**config.mk**
```make
export PLATFORM = sky130hd
export DESIGN_NAME = uart_rx_frame_ctrl
export DESIGN_NICKNAME = d
export VERILOG_FILES = /design/src/rtl/uart_rx_frame_ctrl.sv
export SDC_FILE = /design/constraint.sdc
export NUM_CORES = 1
export LEC_CHECK = 0
export CORE_MARGIN = 1
export CORE_UTILIZATION = 54
export DETAILED_ROUTE_END_ITERATION = 16
export PLACE_DENSITY = 0.76
export SKIP_CTS_REPAIR_TIMING = 1
export SLEW_MARGIN = 15
export SYNTH_ARGS = -nofsm -noshare
export SYNTH_HDL_FRONTEND = slang
export SYNTH_SLANG_ARGS = --single-unit
export TNS_END_PERCENT = 1
```
**constraint.sdc**
```tcl
create_clock -name UCLK -period 2.34 [get_ports UCLK]
set_input_delay 0.351 -clock UCLK [delete_from_list [all_inputs] [get_ports UCLK]]
set_output_delay 0.351 -clock UCLK [all_outputs]
set_load 0.02 [all_outputs]
```
**src/rtl/uart_rx_frame_ctrl.sv**
```systemverilog
`timescale 1ns/1ps
// Frame-level UART receive controller: hunts for the sync byte, assembles length-prefixed,
// checksummed frames into a payload buffer and holds each one until the consumer acks it.
module uart_rx_frame_ctrl #(
  parameter int unsigned DATA_WIDTH = 8,
  parameter int unsigned MAX_LEN = 16,
  parameter logic [DATA_WIDTH-1:0] SYNC_BYTE = 8'hA5,
  parameter int unsigned TIMEOUT = 1024,
  localparam int unsigned LenW = $clog2(MAX_LEN + 1),
  localparam int unsigned AddrW = (MAX_LEN > 1) ? $clog2(MAX_LEN) : 1,
  localparam int unsigned TmoW = $clog2(TIMEOUT + 1)
) (
  input  logic                  UCLK,
  input  logic                  reset,
  input  logic                  rx_empty,
  input  logic [DATA_WIDTH-1:0] R_data,
  output logic                  rd_uart,
  output logic                  frm_valid,
  output logic [LenW-1:0]       frm_len,
  input  logic [AddrW-1:0]      frm_addr,
  output logic [DATA_WIDTH-1:0] frm_data,
  input  logic                  frm_ack,
  output logic [7:0]            err_cnt,
  output logic [1:0]            err_code
);

  typedef enum logic [2:0] {StHunt, StLen, StPayload, StCsum, StHold} state_e;

  state_e                state_q;
  logic                  pend_q;
  logic [LenW-1:0]       len_q;
  logic [LenW-1:0]       idx_q;
  logic [DATA_WIDTH-1:0] sum_q;
  logic [TmoW-1:0]       tmo_q;
  logic [DATA_WIDTH-1:0] pay_q [MAX_LEN];

  logic            cap;
  logic            in_frame;
  logic            len_bad;
  logic            tmo_hit;
  logic [7:0]      err_cnt_inc;
  logic [LenW-1:0] idx_nxt;

  // The pop is combinational so a byte can be requested the very cycle the FIFO fills.
  assign rd_uart     = !rx_empty && (state_q != StHold) && !pend_q;
  assign cap         = pend_q;
  assign in_frame    = (state_q == StLen) || (state_q == StPayload) || (state_q == StCsum);
  assign len_bad     = (R_data == '0) || (32'(R_data) > MAX_LEN);
  assign tmo_hit     = in_frame && !cap && (tmo_q == TmoW'(TIMEOUT - 1));
  assign err_cnt_inc = (err_cnt == 8'hFF) ? err_cnt : err_cnt + 8'd1;
  assign idx_nxt     = idx_q + LenW'(1);
  assign frm_len     = len_q;
  assign frm_data    = pay_q[frm_addr];

  always_ff @(posedge UCLK or negedge reset) begin
    if (!reset) begin
      state_q   <= StHunt;
      pend_q    <= 1'b0;
      frm_valid <= 1'b0;
      len_q     <= '0;
      idx_q     <= '0;
      sum_q     <= '0;
      tmo_q     <= '0;
      err_cnt   <= '0;
      err_code  <= '0;
    end else begin
      pend_q <= rd_uart;
      if (in_frame && !cap && !tmo_hit) tmo_q <= tmo_q + TmoW'(1);
      else                              tmo_q <= '0;

      if (tmo_hit) begin
        state_q  <= StHunt;
        err_cnt  <= err_cnt_inc;
        err_code <= 2'd3;
      end else begin
        case (state_q)
          StHunt: if (cap && (R_data == SYNC_BYTE)) state_q <= StLen;
          StLen: begin
            if (cap) begin
              if (len_bad) begin
                state_q  <= StHunt;
                err_cnt  <= err_cnt_inc;
                err_code <= 2'd1;
              end else begin
                len_q   <= R_data[LenW-1:0];
                sum_q   <= R_data;
                idx_q   <= '0;
                state_q <= StPayload;
              end
            end
          end
          StPayload: begin
            if (cap) begin
              sum_q <= sum_q + R_data;
              idx_q <= idx_nxt;
              if (idx_nxt == len_q) state_q <= StCsum;
            end
          end
          StCsum: begin
            if (cap) begin
              if (R_data == sum_q) begin
                state_q   <= StHold;
                frm_valid <= 1'b1;
              end else begin
                state_q  <= StHunt;
                err_cnt  <= err_cnt_inc;
                err_code <= 2'd2;
              end
            end
          end
          StHold: begin
            if (frm_ack) begin
              state_q   <= StHunt;
              frm_valid <= 1'b0;
            end
          end
          default: state_q <= StHunt;
        endcase
      end
    end
  end

  // Payload storage needs no reset: frm_valid alone qualifies its contents.
  always_ff @(posedge UCLK) begin
    if ((state_q == StPayload) && cap) pay_q[idx_q[AddrW-1:0]] <= R_data;
  end

endmodule

```
# After elaboration in Yosys (flattened, before gate mapping)
# Memories as Yosys holds them, arrays and structs flattened.
# Index checks and enable logic that the tools add are counted.
[totals] register_bits=44 ram_bits=128 inputBits=16 out_inout_bits=25 word_cells=102 memories=1
[classes] addsub=4 order_cmp=1 n_eq_ne=24 muxes=38 bitwise=2 n_reduce_logical=23
[mem_list] name="pay_q" depth=16 width=8 rd=1 rd_ports_with_merged_regs=0 wr=1 line="35" rtl="logic [DATA_WIDTH-1:0] pay_q [MAX_LEN];"
[op_table] op="two-way mux 8 bit" n=9
[op_table] op="case mux 8 bit (2 select lines)" n=2
[op_table] op="two-way mux 3 bit" n=8
[op_table] op="!= test 3 bit (second input constant)" n=8
[op_table] op="equality test 8 bit (second input constant)" n=2
[op_table] op="two-way mux 5 bit" n=3
[op_table] op="case mux 3 bit (5 select lines)" n=1
[op_table] op="AND reduction 5 bit" n=3
[op_table] op="two-way mux 2 bit" n=6
[op_table] op="adder 11 x 1 -> 11 bit (second input constant)" n=1
[op_table] op="equality test 11 x 10 -> 1 bit (second input constant)" n=1
[op_table] op="two-way mux 11 bit" n=1
[op_table] op="!= test 2 bit (second input constant)" n=5
[op_table] op="case mux 5 bit (2 select lines)" n=1
[op_table] op="adder 8 x 1 -> 8 bit (second input constant)" n=1
[op_table] op="adder 8 bit" n=1
[op_table] op="equality test 8 bit" n=1
[op_table] op="> comparator 8 x 5 -> 1 bit (second input constant)" n=1
[op_table] op="zero test 8 bit" n=1
[op_table] op="logical AND 1 bit" n=7
[op_table] op="equality test 3 x 2 -> 1 bit (second input constant)" n=2
[op_table] op="AND reduction 6 bit" n=1
[op_table] op="adder 5 x 1 -> 5 bit (second input constant)" n=1
[op_table] op="equality test 5 bit" n=1
[op_table] op="other kinds (14)" n=24

# Logic depth before layout (Yosys ltp)
[depth] word_depth=8 mapped_depth=9 depth_no_buf=9

# Least setup slack after synthesis
# No wires, ideal clock.
[synth_path] path_type="register to register" from="register sum_q[6]" to="register err_cnt[1]" t_arrival_ns=2.368 required_ns=2.215 slack_ns=-0.153 stages_incl_launch_ff=8 path_buffers=1 cell_sequence="dfrtp_1 ha_1 or4_4 or3_4 o21a_1 a22o_1 buf_6 mux2_4"
[synth_between] elab_chain_len=3
[synth_rtl] item="start, declared" line="33" rtl="logic [DATA_WIDTH-1:0] sum_q;"
[synth_rtl] item="start signal, assigned" line="86" rtl="sum_q <= R_data;"
[synth_rtl] item="start signal, assigned" line="94" rtl="sum_q <= sum_q + R_data;"
[synth_rtl] item="equality test 8 bit" line="101" rtl="if (R_data == sum_q) begin"
[synth_rtl] item="!= test 3 bit (no line)"
[synth_rtl] item="AND reduction 5 bit (no line)"
[synth_rtl] item="end signal, assigned" line="73" rtl="err_cnt <= err_cnt_inc;"
[synth_rtl] item="end signal, assigned" line="82" rtl="err_cnt <= err_cnt_inc;"
[synth_rtl] item="end signal, assigned" line="106" rtl="err_cnt <= err_cnt_inc;"
[synth_rtl] item="end, declared" line="23" rtl="output logic [7:0] err_cnt,"
# Every way passes these cells.
# A chain may end at the register's enable or synchronous reset.

# Worst setup path in the final report
[layout_path] from="input R_data[5]" to="register err_cnt[1]"
[layout_between] elab_chain_len=4 word_cells_on_any_way=7 classes_between="order compare: 1; eq/ne: 3; reduce/logical: 3"
[layout_rtl] item="start, declared" line="16" rtl="input logic [DATA_WIDTH-1:0] R_data,"
[layout_rtl] item="> comparator 8 x 5 -> 1 bit / zero test 8 bit (equally long branches)" line="48" rtl="assign len_bad = (R_data == '0) || (32'(R_data) > MAX_LEN);"
[layout_rtl] item="logical OR 1 bit" line="48"
[layout_rtl] item="!= test 3 bit (no line)"
[layout_rtl] item="AND reduction 5 bit (no line) (*)"
# Mark *: on every way between the ends. The rest lies on a longest branch, timed or not.

==> results.toml <==
[placed_design]
pre_cts_ws_ns = -0.730
hpwl_um = 10400
port_buffers = 40
gp_congestion = 0.865
dpl_cell_area_sq_um = 8290

[global_route]
grt.busiest_layer = "met2"
grt.overflow.total = 0
globalRouteMet3Util = 0.0492
grt_pass1_vias = 4556
grt_use_met2 = 0.421
grt_max_degree = 33
antenna_found_initial = 0
grt_pass1_wl_um = 25700
grt.total_usage = 0.253
grt.met1_usage = 0.336

[synth]
yosysSeqAreaShare = 0.678
avgSynthCellArea_sq_um = 16.5
synth_flop_cell = "edfxtp_1"
synth_area_sq_um = 7290
synth-edff-count = 128
yosysWarnings = 0
yosys.area.top_type = "edfxtp_1"
syn_nets = 473
ys_top_cells_by_area = "edfxtp_1 53%, dfrtp_1 15%, mux4_2 12%"
synth-async-reset-ratio = 0.256
netlist_instances = 443
ys_ff_latch = 172
yosys.area.top_type_share = 0.527
yosysMostFrequentCell = "edfxtp_1"
ys_types = 45
yosys-top-cells-count = "128 x edfxtp_1, 44 x dfrtp_1, 40 x mux4_2"

[worst_setup_path]
slowest_delay_ns = 0.47
crit_slowest_cell = "clkdlybuf4s50_1"
end_kind = "flop"
crit_path_cell_trace = "clkdlybuf4s50_1 > ha_1 > or3_1 > or3_4 > o21a_1 > a22o_4 > mux2_4"
critical-path-top-delay-family = "simple AND/OR/NAND/NOR gates"
worst-path-max-fanout = 8
crit_buf_inv = 1
critPathKind = "in -> reg"
start_kind = "input port"
cp.arrival_ns = 2.75
worstPathRequired_ns = 2.65

[timing]
hold_violations = 27
rsz0062_at_grt = "yes"
timing.slew.headroom = 0.530
fmaxAchievable_mhz = 409
setup_viol = 6
skew_ns = 0.00614
setup_slack_ns = -0.105
hold_ws_ns = -0.0274
worst_pin_slew_ns = 0.704
final_max_slew_viol_count = 0
min_period_ns = 2.45
fin_crit_sh = 1.05
tns_ns = -0.164

[clocking]
clk_latency_ns = 0.42
clkSinkCount = 172
cts_inserted_buffers = 17
cts_root_buffer = "clkbuf_16"
cts_tree = "built"
cts.clk_slew.worst_paths_ns = 0.06
h-tree-depth = 4
clockBufferDepth = 2

[drt]
drt-pass1-iter-count = 5
drtAntennaViolNets = 0
drc = 0
first_iter_violations = 370
wirelength_um = 16500
vias = 4345
wire_per_inst_um = 22.7
via_per_inst = 5.98

[pwr]
power_density_nw_per_um2 = 939
power.leakage_nw = 3.25
ir_drop_v = 0.000631

[floorplanning]
core_sq_um = 13200
die_x_um = 118
die-area_sq_um = 14000
fp.dieH_um = 118
start_util = 0.553
rows = 42
pin_count = 41

[finish]
antenna_cells = 0
final_cell_area_sq_um = 8880
area_growth_pct = 21.7
seqCellArea_sq_um = 4940
drive_gt1_frac = 0.265
finalNetCount = 567
multi_input_area_sq_um = 2290
fill_cells = 894

[hold_path]
hold_path_class = "in -> async"

[job]
maxCapViolations = 0

[run_status]
violations = "hold timing, setup timing"
status = "finished, violations left"
==> where the power goes <==
part | switching (mW) | internal, mW | total, mW
Clock | 1.16 | 1.56 | 2.72
Combinational | 0.921 | 0.910 | 1.83
Sequential | 0.271 | 3.51 | 3.78
==> metrics by stage <==
step | util | power [mW] | std cells | hold slack [ns]
floorplan | - | 4.94 | 443 | 0.0554
global placement | 0.628 | 5.57 | 693 | 0.408
detailed placement | 0.628 | 5.65 | 693 | 0.432
CTS | 0.672 | 8.36 | 725 | -0.0181
global route | 0.673 | 8.70 | 726 | 0.0189
finish | 0.673 | 8.33 | 726 | -0.0274
==> sequential cells by signal, indices dropped and copies added, names as in the netlist <==
name       cells
state_q        3
idx_q          5
frm_valid      1
err_code       2
err_cnt        8
pay_q        128
tmo_q         11
cap            1
frm_len        5
sum_q          8
==> layout make-up <==
| type | count | area share |
|---|---|---|
| Sequential cell | 172 | 0.557 |
| Multi-Input combinational cell | 246 | 0.258 |
| Timing Repair Buffer | 92 | 0.0922 |
| Clock buffer | 17 | 0.0479 |
| Tap cell | 176 | 0.0248 |
| Clock inverter | 15 | 0.0168 |
| Inverter | 8 | 0.00338 |
==> metal layers <==
layer	up-vias	wire, um	part of all wire
met5	-	0	0
met2	174	8500	0.52
met3	26	936	0.057
met1	2248	6780	0.41
li1	1897	-	-
met4	0	280	0.017
==> cell families (layout without fill, tap and decap cells) <==
family	count (synthesis)	after routing	share of synthesized area
multiplexers	46	46	0.133
XOR/XNOR	31	31	0.0372
buffers and inverters	25	132	0.0144
AO/OA/AOI/OAI	49	49	0.0415
adder cells (fa/ha/maj)	14	14	0.0251
flip-flops	172	172	0.678
AND/OR/NAND/NOR	106	106	0.0705
==> layout by cell type, fill, tap and decap left out, types with 4 or more instances in the layout <==
cell,instances
edfxtp_1,128
buf_4,47
dfrtp_1,44
mux4_2,40
nor2_1,32
nand2_1,29
clkdlybuf4s50_1,26
xnor2_1,20
clkbuf_16,18
a21oi_1,15
xor2_1,11
o21ai_0,10
ha_1,10
inv_1,8
nand3_1,8
nand4_1,6
nor3_1,6
clkinvlp_4,6
nor4_1,5
buf_2,5
clkbuf_2,5
and3_1,4
a31oi_1,4
a21o_1,4
a22o_1,4
mux2_2,4
dlymetal6s2s_1,4
buf_12,4
==> worst paths after layout <==
path | startpoint | endpoint | slack, ns | cells after the start
max | R_data[5] | err_cnt[1] | -0.11 | 7
max in group asynchronous | reset | tmo_q[10] | 1.77 | 2
max reg2reg | sum_q[1] | err_cnt[1] | -0.08 | 6
min in group UCLK | tmo_q[0] | tmo_q[0] | 0.49 | 1
min | reset | err_cnt[3] | -0.03 | 1
min reg2reg | tmo_q[0] | tmo_q[0] | 0.49 | 1
(Power assumes the default switching activity.)
